===== config.mk =====
export PLATFORM = sky130hd
export DESIGN_NAME = avalon_msg_store_forward_flat
export DESIGN_NICKNAME = d
export VERILOG_FILES = /design/src/rtl/avalon_msg_store_forward_if.sv /design/src/rtl/avalon_msg_store_forward.sv /design/src/flat_wrapper.sv
export SDC_FILE = /design/constraint.sdc
export NUM_CORES = 1
export LEC_CHECK = 0
export CAP_MARGIN = 10
export CORE_ASPECT_RATIO = 0.75
export CORE_MARGIN = 2
export CORE_UTILIZATION = 51
export CTS_CLUSTER_DIAMETER = 120
export DETAILED_ROUTE_END_ITERATION = 8
export DONT_BUFFER_PORTS = 1
export PLACE_DENSITY_LB_ADDON = 0.1
export SYNTH_ARGS = -nofsm -noshare
export SYNTH_HDL_FRONTEND = slang
export SYNTH_SLANG_ARGS = --single-unit
export TNS_END_PERCENT = 100

===== constraint.sdc =====
create_clock -name clk -period 7.35 [get_ports clk]
set_input_delay 1.47 -clock clk [delete_from_list [all_inputs] [get_ports clk]]
set_output_delay 1.47 -clock clk [all_outputs]
set_load 0.005 [all_outputs]

===== src/rtl/avalon_msg_store_forward_if.sv =====
// rtl/avalon_msg_store_forward_if.sv - Avalon-ST style message stream interface
interface avalon_st_if #(
  parameter int DATA_WIDTH_IN_BYTES = 8
);
  localparam int DATA_W  = 8 * DATA_WIDTH_IN_BYTES;
  localparam int EMPTY_W = (DATA_WIDTH_IN_BYTES > 1) ? $clog2(DATA_WIDTH_IN_BYTES) : 1;

  logic [DATA_W-1:0]  data;
  logic               valid;
  logic               ready;
  logic               sop;
  logic               eop;
  logic [EMPTY_W-1:0] empty;

  modport master (output data, valid, sop, eop, empty, input ready);
  modport slave  (input data, valid, sop, eop, empty, output ready);
endinterface


===== src/rtl/avalon_msg_store_forward.sv =====
// rtl/avalon_msg_store_forward.sv - store-and-forward message buffer with oversize drop
module avalon_msg_store_forward #(
  parameter int DATA_WIDTH_IN_BYTES = 8,
  parameter int DEPTH               = 16
) (
  input  logic                     clk,
  input  logic                     rst,
  avalon_st_if.slave               in_msg,
  avalon_st_if.master              out_msg,
  output logic [$clog2(DEPTH):0]   stored_msg_count,
  output logic                     oversize_drop,
  output logic                     sop_restart
);
  localparam int DATA_W  = 8 * DATA_WIDTH_IN_BYTES;
  localparam int EMPTY_W = (DATA_WIDTH_IN_BYTES > 1) ? $clog2(DATA_WIDTH_IN_BYTES) : 1;
  localparam int ENTRY_W = DATA_W + 2 + EMPTY_W;
  localparam int AW      = $clog2(DEPTH);
  localparam int OW      = AW + 1;
  localparam logic [OW-1:0] DEPTH_C = OW'(DEPTH);

  typedef enum logic [1:0] {IDLE, STORE, DROP} state_t;

  state_t            state_q, state_d;
  logic [AW-1:0]     wr_ptr_q, wr_ptr_d;
  logic [AW-1:0]     rd_ptr_q, rd_ptr_d;
  logic [AW-1:0]     start_q, start_d;
  logic [OW-1:0]     occ_q, occ_d;
  logic [OW-1:0]     partial_q, partial_d;
  logic [OW-1:0]     count_q, count_d;
  logic              oversize_q, oversize_d;
  logic              restart_q, restart_d;

  logic [ENTRY_W-1:0] mem [DEPTH];
  logic [ENTRY_W-1:0] rd_entry;
  logic [AW-1:0]      wr_addr;
  logic               wr_en, rewind, msg_done;
  logic               full, in_ready, in_acc;
  logic               out_valid, taken, taken_eop;
  logic [OW-1:0]      rewind_amt;

  assign full     = (occ_q == DEPTH_C);
  assign in_ready = ~full | (state_q == DROP) | ((state_q == STORE) & (partial_q == DEPTH_C));
  assign in_acc   = in_msg.valid & in_ready;
  assign in_msg.ready = in_ready;

  assign rd_entry  = mem[rd_ptr_q];
  assign out_valid = (count_q != '0);
  assign taken     = out_valid & out_msg.ready;
  assign taken_eop = taken & rd_entry[EMPTY_W];

  assign out_msg.valid = out_valid;
  assign out_msg.data  = out_valid ? rd_entry[ENTRY_W-1 -: DATA_W] : '0;
  assign out_msg.sop   = out_valid & rd_entry[EMPTY_W+1];
  assign out_msg.eop   = out_valid & rd_entry[EMPTY_W];
  assign out_msg.empty = out_valid ? rd_entry[EMPTY_W-1:0] : '0;

  assign stored_msg_count = count_q;
  assign oversize_drop    = oversize_q;
  assign sop_restart      = restart_q;

  // Write-side FSM: decide whether the accepted beat is stored, rewound over, or discarded
  always_comb begin
    state_d    = state_q;
    start_d    = start_q;
    partial_d  = partial_q;
    wr_en      = 1'b0;
    rewind     = 1'b0;
    msg_done   = 1'b0;
    oversize_d = 1'b0;
    restart_d  = 1'b0;
    if (in_acc) begin
      case (state_q)
        IDLE: begin
          if (in_msg.sop) begin
            wr_en = 1'b1;
            if (in_msg.eop) begin
              msg_done = 1'b1;
            end else begin
              state_d   = STORE;
              partial_d = OW'(1);
              start_d   = wr_ptr_q;
            end
          end
        end
        STORE: begin
          if (in_msg.sop) begin
            // Abandon the partial message and reuse its first slot for the new start.
            rewind    = 1'b1;
            restart_d = 1'b1;
            wr_en     = 1'b1;
            if (in_msg.eop) begin
              msg_done  = 1'b1;
              state_d   = IDLE;
              partial_d = '0;
            end else begin
              partial_d = OW'(1);
            end
          end else if (partial_q == DEPTH_C) begin
            rewind     = 1'b1;
            oversize_d = 1'b1;
            partial_d  = '0;
            state_d    = in_msg.eop ? IDLE : DROP;
          end else begin
            wr_en     = 1'b1;
            partial_d = partial_q + OW'(1);
            if (in_msg.eop) begin
              msg_done  = 1'b1;
              state_d   = IDLE;
              partial_d = '0;
            end
          end
        end
        DROP: begin
          if (in_msg.eop) state_d = IDLE;
        end
        default: state_d = IDLE;
      endcase
    end
  end

  // Pointer, occupancy and message-count bookkeeping derived from the FSM decision
  always_comb begin
    wr_addr    = rewind ? start_q : wr_ptr_q;
    wr_ptr_d   = wr_en ? (wr_addr + AW'(1)) : wr_addr;
    rd_ptr_d   = taken ? (rd_ptr_q + AW'(1)) : rd_ptr_q;
    rewind_amt = rewind ? partial_q : '0;
    occ_d      = occ_q + OW'(wr_en) - OW'(taken) - rewind_amt;
    count_d    = count_q + OW'(msg_done) - OW'(taken_eop);
  end

  // Beat storage; contents need no reset because valid is gated by the message count
  always_ff @(posedge clk) begin
    if (wr_en) mem[wr_addr] <= {in_msg.data, in_msg.sop, in_msg.eop, in_msg.empty};
  end

  // State and counter registers
  always_ff @(posedge clk or negedge rst) begin
    if (!rst) begin
      state_q    <= IDLE;
      wr_ptr_q   <= '0;
      rd_ptr_q   <= '0;
      start_q    <= '0;
      occ_q      <= '0;
      partial_q  <= '0;
      count_q    <= '0;
      oversize_q <= 1'b0;
      restart_q  <= 1'b0;
    end else begin
      state_q    <= state_d;
      wr_ptr_q   <= wr_ptr_d;
      rd_ptr_q   <= rd_ptr_d;
      start_q    <= start_d;
      occ_q      <= occ_d;
      partial_q  <= partial_d;
      count_q    <= count_d;
      oversize_q <= oversize_d;
      restart_q  <= restart_d;
    end
  end
endmodule


===== src/flat_wrapper.sv =====
// flat-port wrapper written by rule: the top's interface ports become plain ports
module avalon_msg_store_forward_flat 
#(
  parameter int DATA_WIDTH_IN_BYTES = 8,
  parameter int DEPTH               = 16
)
  (clk, rst, stored_msg_count, oversize_drop, sop_restart, in_msg_data, in_msg_valid, in_msg_sop, in_msg_eop, in_msg_empty, in_msg_ready, out_msg_data, out_msg_valid, out_msg_sop, out_msg_eop, out_msg_empty, out_msg_ready);
  avalon_st_if #(.DATA_WIDTH_IN_BYTES(DATA_WIDTH_IN_BYTES)) in_msg_i ();
  avalon_st_if #(.DATA_WIDTH_IN_BYTES(DATA_WIDTH_IN_BYTES)) out_msg_i ();
  input  logic clk;
  input  logic rst;
  output logic [$clog2(DEPTH):0] stored_msg_count;
  output logic oversize_drop;
  output logic sop_restart;
  input wire logic [$bits(in_msg_i.data)-1:0] in_msg_data;
  input wire logic [$bits(in_msg_i.valid)-1:0] in_msg_valid;
  input wire logic [$bits(in_msg_i.sop)-1:0] in_msg_sop;
  input wire logic [$bits(in_msg_i.eop)-1:0] in_msg_eop;
  input wire logic [$bits(in_msg_i.empty)-1:0] in_msg_empty;
  output wire logic [$bits(in_msg_i.ready)-1:0] in_msg_ready;
  output wire logic [$bits(out_msg_i.data)-1:0] out_msg_data;
  output wire logic [$bits(out_msg_i.valid)-1:0] out_msg_valid;
  output wire logic [$bits(out_msg_i.sop)-1:0] out_msg_sop;
  output wire logic [$bits(out_msg_i.eop)-1:0] out_msg_eop;
  output wire logic [$bits(out_msg_i.empty)-1:0] out_msg_empty;
  input wire logic [$bits(out_msg_i.ready)-1:0] out_msg_ready;
  assign in_msg_i.data = in_msg_data;
  assign in_msg_i.valid = in_msg_valid;
  assign in_msg_i.sop = in_msg_sop;
  assign in_msg_i.eop = in_msg_eop;
  assign in_msg_i.empty = in_msg_empty;
  assign in_msg_ready = in_msg_i.ready;
  assign out_msg_data = out_msg_i.data;
  assign out_msg_valid = out_msg_i.valid;
  assign out_msg_sop = out_msg_i.sop;
  assign out_msg_eop = out_msg_i.eop;
  assign out_msg_empty = out_msg_i.empty;
  assign out_msg_i.ready = out_msg_ready;
  avalon_msg_store_forward #(.DATA_WIDTH_IN_BYTES(DATA_WIDTH_IN_BYTES), .DEPTH(DEPTH)) u_core (.clk(clk), .rst(rst), .in_msg(in_msg_i), .out_msg(out_msg_i), .stored_msg_count(stored_msg_count), .oversize_drop(oversize_drop), .sop_restart(sop_restart));
endmodule

==> results_dict.tcl, run 1 <==
set metrics [dict create \
    htreeDepth 3 \
    synth_most_common_cell "edfxtp_1" \
    min_period_ns 4.99 \
    postRouteAntennaNets 0 \
    ctsHoldBuffers 0 \
    skew_ns 0.0259 \
    grt_remaining_overflow 0 \
    hold_violations 0 \
    cts_tree "built" \
    ys_ff_latch 1135 \
    drc 0 \
    ir_worst_vdd_mv 0.449 \
    fin_area_mm2 0.0490 \
    max_freq_mhz 200 \
    clk_pin_slew_worst_paths_ns 0.06 \
    dpl_cell_area_mm2 0.0455 \
    ioPinCount 151 \
    async_flop_share 0.0273 \
    max_slew_margin 0.256 \
    net-switching-power_mw 5.01 \
    path_class "reg2out" \
    cts_buffers 108 \
    clock-sinks 1135 \
    core_mm2 0.0856 \
    rsz0062_at_grt "no" \
    syn_area_mm2 0.0440 \
    cts_resized 0 \
    internal_power_mw 13.3 \
    power_frac_clock 0.300 \
    first_pass_iters 5 \
    synth_top_area_share 0.754 \
    dieArea_mm2 0.0886 \
    fin_crit_sh 0.679 \
    grt_antenna_before_repair 1 \
    yosysUniqueCellTypes 52 \
    start_util 0.513 \
    drt-initial-drc-count 1765 \
    syn_nets 1925 \
    rows 93 \
    cts_setup_buffers 0 \
    die_width_um 343 \
    required_ns 5.88 \
    swShare 0.274 \
    seq_power_share 0.434 \
    cts_root_buffer "clkbuf_16" \
    nets 1981 \
    clock_latency_ns 0.68 \
    worstMarginPinSlew_ns 1.11 \
    routedWlPerCell_um 29.6 \
    synthFlopType "edfxtp_1" \
    vias 18900 \
    setup_viol 0 \
    yosysWarnings 0 \
    netlist_instances 1828 \
    drive_gt1_frac 0.286 \
    cts.path.max_buffers 3 \
    setup_tns_ns 0 \
    gp_congestion 0.748 \
    drt_wl_total_mm 92.2 \
    status "finished clean" \
    power_density_mw_per_mm2 374 \
    p_leak_nw 15.3 \
    synth_edf_count 1104 \
    grt_pass1_wl_mm 136 \
    ys_seq_area_frac 0.772 \
    post-synth-top-area-cell "edfxtp_1" \
    end_kind "output pin" \
    grt_usage 0.213 \
    grt_pass1_vias 20100 \
    synth_area_leaders "edfxtp_1, mux4_2, dfrtp_1" \
    portBuffers 0 \
    max-cap-violations 0 \
    finalMaxSlewViolations 0 \
    synth_common_cells "edfxtp_1, mux4_2, and2_1" \
    area_delta_synth_final_pct 11.4 \
    worstHoldPathType "in2async" \
    grt_max_degree 136 \
    drt-vias-per-instance 6.08 \
    dp.cells 2914 \
    cp_max_fo 95 \
    p_comb_frac 0.266 \
    instances_no_fill 3113 \
    cp-start-kind "flop" \
    syn_area_per_cell_um2 24.0 \
    die_y_um 258 \
    hpwl_mm 45.8 \
    arrival_ns 3.52 \
]
==> final cells by class <==
| type | count | area (um^2) |
|---|---|---|
| tap | 1140 | 1430 |
| clock buffer | 128 | 2820 |
| timing repair buffer | 35 | 388 |
| multi-input combinational | 575 | 9590 |
| antenna | 3 | 7.51 |
| sequential | 1135 | 33900 |
| fill | 6213 | 36700 |
| clock inverter | 68 | 677 |
| inverter | 29 | 109 |
==> cells in the final DEF, fill, tap and decap left out, types with 5 or more instances in the layout <==
master | netlist | final
nor2_1 | 14 | 10
xnor2_1 | 11 | 11
clkbuf_16 | 0 | 110
buf_4 | 22 | 25
nor2b_4 | 0 | 9
clkinv_1 | 0 | 29
edfxtp_1 | 1104 | 1104
clkbuf_1 | 40 | 18
clkinv_2 | 0 | 22
nor2b_1 | 14 | 5
and2_1 | 74 | 74
mux2i_1 | 6 | 6
ha_1 | 20 | 20
buf_12 | 0 | 10
dfrtp_1 | 31 | 27
mux4_2 | 344 | 344
nand2_1 | 17 | 17
inv_1 | 29 | 29
o21ai_0 | 11 | 11
a21oi_1 | 6 | 6
nor2_4 | 1 | 5
bufinv_16 | 0 | 13
==> worst paths after layout <==
path | to | start | cells past startpoint | slack [ns]
min in group clk | u_core.partial_q[4] | u_core.partial_q[4] | 1 | 0.52
setup reg to reg | u_core.mem[13][22] | u_core.occ_q[3] | 8 | 3.08
max in group asynchronous | u_core.rd_ptr_q[1] | rst | 0 | 6.76
setup / recovery | out_msg_data[46] | u_core.rd_ptr_q[0] | 4 | 2.36
hold / removal | u_core.state_q[0] | rst | 0 | 0.50
hold reg to reg | u_core.partial_q[4] | u_core.partial_q[4] | 1 | 0.52
==> kinds of logic (layout without fill, tap and decap cells) <==
kind of cell / count (synthesis) / in the layout / share of synthesized area
simple gates: 145 / 145 / 0.0196
xor+xnor: 15 / 15 / 0.00299
mux: 356 / 356 / 0.179
other cells: 0 / 3 / 0
buf+inv: 118 / 260 / 0.0131
flops: 1135 / 1135 / 0.772
compound gates: 35 / 35 / 0.00558
fa+ha+maj: 24 / 24 / 0.00751
==> through the flow <==
| stage | hold slack, ns | util | power (mW) | worst slack (ns) |
|---|---|---|---|---|
| floorplan | 0.459 | - | 11.8 | 1.07 |
| detailed placement | 0.512 | 0.531 | 13.1 | 2.49 |
| global route | 0.442 | 0.572 | 19.1 | 2.15 |
| CTS | 0.442 | 0.572 | 18.6 | 2.27 |
| finish | 0.496 | 0.572 | 18.3 | 2.36 |
| global placement | 0.500 | 0.531 | 13.0 | 2.64 |
==> routing by layer <==
layer | track usage | up-vias | part of all wire
met3 | 0.0376 | 96 | 0.049
met2 | 0.347 | 491 | 0.50
met1 | 0.311 | 10500 | 0.44
met5 | 0 | - | 0
li1 | - | 7868 | -
met4 | 0.0398 | 0 | 0.013
==> worst max-delay path: stages (launching register included) <==
cell and delay [ns]:
dfrtp_4 0.71, buf_12 0.62, mux4_2 0.63, mux4_2 0.54, and2_1 0.21
==> power by group through the flow <==
stage          clock, mW  combinational (mW)  sequential, mW
2_1_floorplan          0                3.87            7.89
3_3_place_gp           0                4.97            8.08
3_5_place_dp           0                4.98            8.10
4_1_cts             5.62                5.00            7.96
5_1_grt             5.87                5.23            8.00
6_report            5.50                4.87            7.95
==> registers in the layout, indices dropped and copies added (netlist names) <==
name                     count
u_core.start_q               4
u_core.rd_ptr_q              4
u_core.state_q               2
u_core.stored_msg_count      5
u_core.occ_q                 5
u_core.wr_ptr_q              4
u_core.mem                1104
u_core.partial_q             5
u_core.oversize_drop         1
u_core.sop_restart           1
(Power assumes the default switching activity.)
==> run 2: changes to the inputs <==
- clock period: 7.35 -> 4.5 ns (I/O delays scaled with it)
==> run 2 against run 1 <==
  * Sequential cell count unchanged
  * Largest cell class unchanged
  * Largest power group unchanged
  * Clock-buffer cell count up 14
  * Clock skew down 0.0096 ns
  * Final cell count up 0.77%
==> results_dict.tcl, run 2 (synthesis gave the netlist of run 1 again) <==
set metrics [dict create \
    p_leak_nw 15.6 \
    nets 2000 \
    grt_remaining_overflow 0 \
    finalMaxSlewViolations 0 \
    hold_violations 0 \
    cts_resized 0 \
    grt-busiest-layer "met2" \
    hpwl_mm 47.3 \
    cts_buffers 109 \
    holdWs_ns 0.0462 \
    arrival_ns 3.29 \
    fin_util 0.579 \
    grt_antenna_before_repair 1 \
    max_slew_margin 0.344 \
    status "finished clean" \
    use_met2 0.344 \
    drc 0 \
    ctsHoldBuffers 1 \
    drive_gt1_frac 0.296 \
    first_pass_iters 5 \
    cts_tree "built" \
    groute.layer.met1.usage 0.320 \
    rows 93 \
    cp_cell_sequence "buf_4 -> buf_4 -> mux4_2 -> mux4_2 -> and2_1" \
    grt_pass1_wl_mm 139 \
    cp-start-kind "flop" \
    cts_setup_buffers 0 \
    worstHoldPathType "in2async" \
    drt_wl_total_mm 94.2 \
    drt-vias-per-instance 6.15 \
    portBuffers 0 \
    max_freq_mhz 239 \
    clk_pin_slew_worst_paths_ns 0.07 \
    ir_worst_vdd_mv 0.395 \
    clock-sinks 1135 \
    htreeDepth 3 \
    regMostFlops "u_core.mem" \
    worstMarginPinSlew_ns 0.956 \
    core_mm2 0.0856 \
    globalRouteMet3Util 0.0416 \
    cpMaxStageDelayCell "dfrtp_4" \
    die_width_um 343 \
    grt_pass1_vias 20500 \
    pre_cts_ws_ns 0.802 \
    grt_usage 0.217 \
    max-cap-violations 0 \
    final_common_cell "edfxtp_1" \
    power_density_mw_per_mm2 614 \
    dieArea_mm2 0.0886 \
    cts_root_buffer "clkbuf_16" \
    cts.path.max_buffers 3 \
    skew_ns 0.0163 \
    min_period_ns 4.19 \
    cp_max_fo 23 \
    start_util 0.513 \
    ioPinCount 151 \
    end_kind "output pin" \
    area_delta_synth_final_pct 12.8 \
    gp_congestion 0.769 \
    path_class "reg2out" \
    setup_slack_ns 0.308 \
    required_ns 3.60 \
    grt_max_degree 89 \
    rsz0062_at_grt "no" \
    postRouteAntennaNets 0 \
    largest_reg_flops 1104 \
    fin_crit_sh 0.932 \
    final_cell_mix "edfxtp_1, mux4_2, clkbuf_16" \
    vias 19300 \
    die_y_um 258 \
    drt-initial-drc-count 1714 \
    cp_slowest_stage_delay_ns 0.75 \
    setup_viol 0 \
    r2r_cells 8 \
    routedWlPerCell_um 30.0 \
    clock_latency_ns 0.67 \
    setup_tns_ns 0 \
]
-- run 2: report_power, final --
| group | switching, mW | internal (mW) | total, mW |
|---|---|---|---|
| Combinational | 3.94 | 4.20 | 8.14 |
| Sequential | 0.512 | 12.5 | 13.0 |
| Clock | 3.81 | 5.53 | 9.33 |
| Total | 8.26 | 22.2 | 30.4 |
-- run 2: worst paths after layout --
path | slack [ns] | endpoint | startpoint
setup / recovery | 0.31 | out_msg_data[18] | u_core.rd_ptr_q[0]
hold / removal | 0.05 | u_core.stored_msg_count[1] | rst
setup reg to reg | 0.83 | u_core.mem[4][62] | u_core.occ_q[3]
hold reg to reg | 0.53 | u_core.partial_q[4] | u_core.partial_q[4]
max in group asynchronous | 4.24 | u_core.rd_ptr_q[2] | rst
min in group clk | 0.29 | u_core.oversize_drop | in_msg_sop
-- run 2: through the flow --
step | total power [mW] | cells | area (um^2)
2_1_floorplan | 19.2 | 1828 | 44000
3_3_place_gp | 21.5 | 2931 | 45900
3_5_place_dp | 21.5 | 2931 | 45900
4_1_cts | 30.9 | 3136 | 49600
5_1_grt | 31.8 | 3136 | 49600
6_report | 30.4 | 3137 | 49600
-- run 2: critical path: cells and delay by family (launching register included) --
kind	cells	cell delay (ns)
mux	2	1.01
flops	1	0.75
buf+inv	2	0.63
simple gates	1	0.19
-- run 2: cell type report --
cell class | count | area [um^2]
Multi-Input combinational cell | 575 | 9590
Antenna cell | 1 | 2.50
Fill cell | 6177 | 36100
Timing Repair Buffer | 53 | 836
Sequential cell | 1135 | 33900
Tap cell | 1140 | 1430
Clock inverter | 62 | 722
Clock buffer | 142 | 2950
Inverter | 29 | 109
-- run 2: layer usage --
layer,share of wire,routed length (um)
met2,0.48,45600
met3,0.063,5970
met5,0,0
met4,0.016,1510
met1,0.44,41200
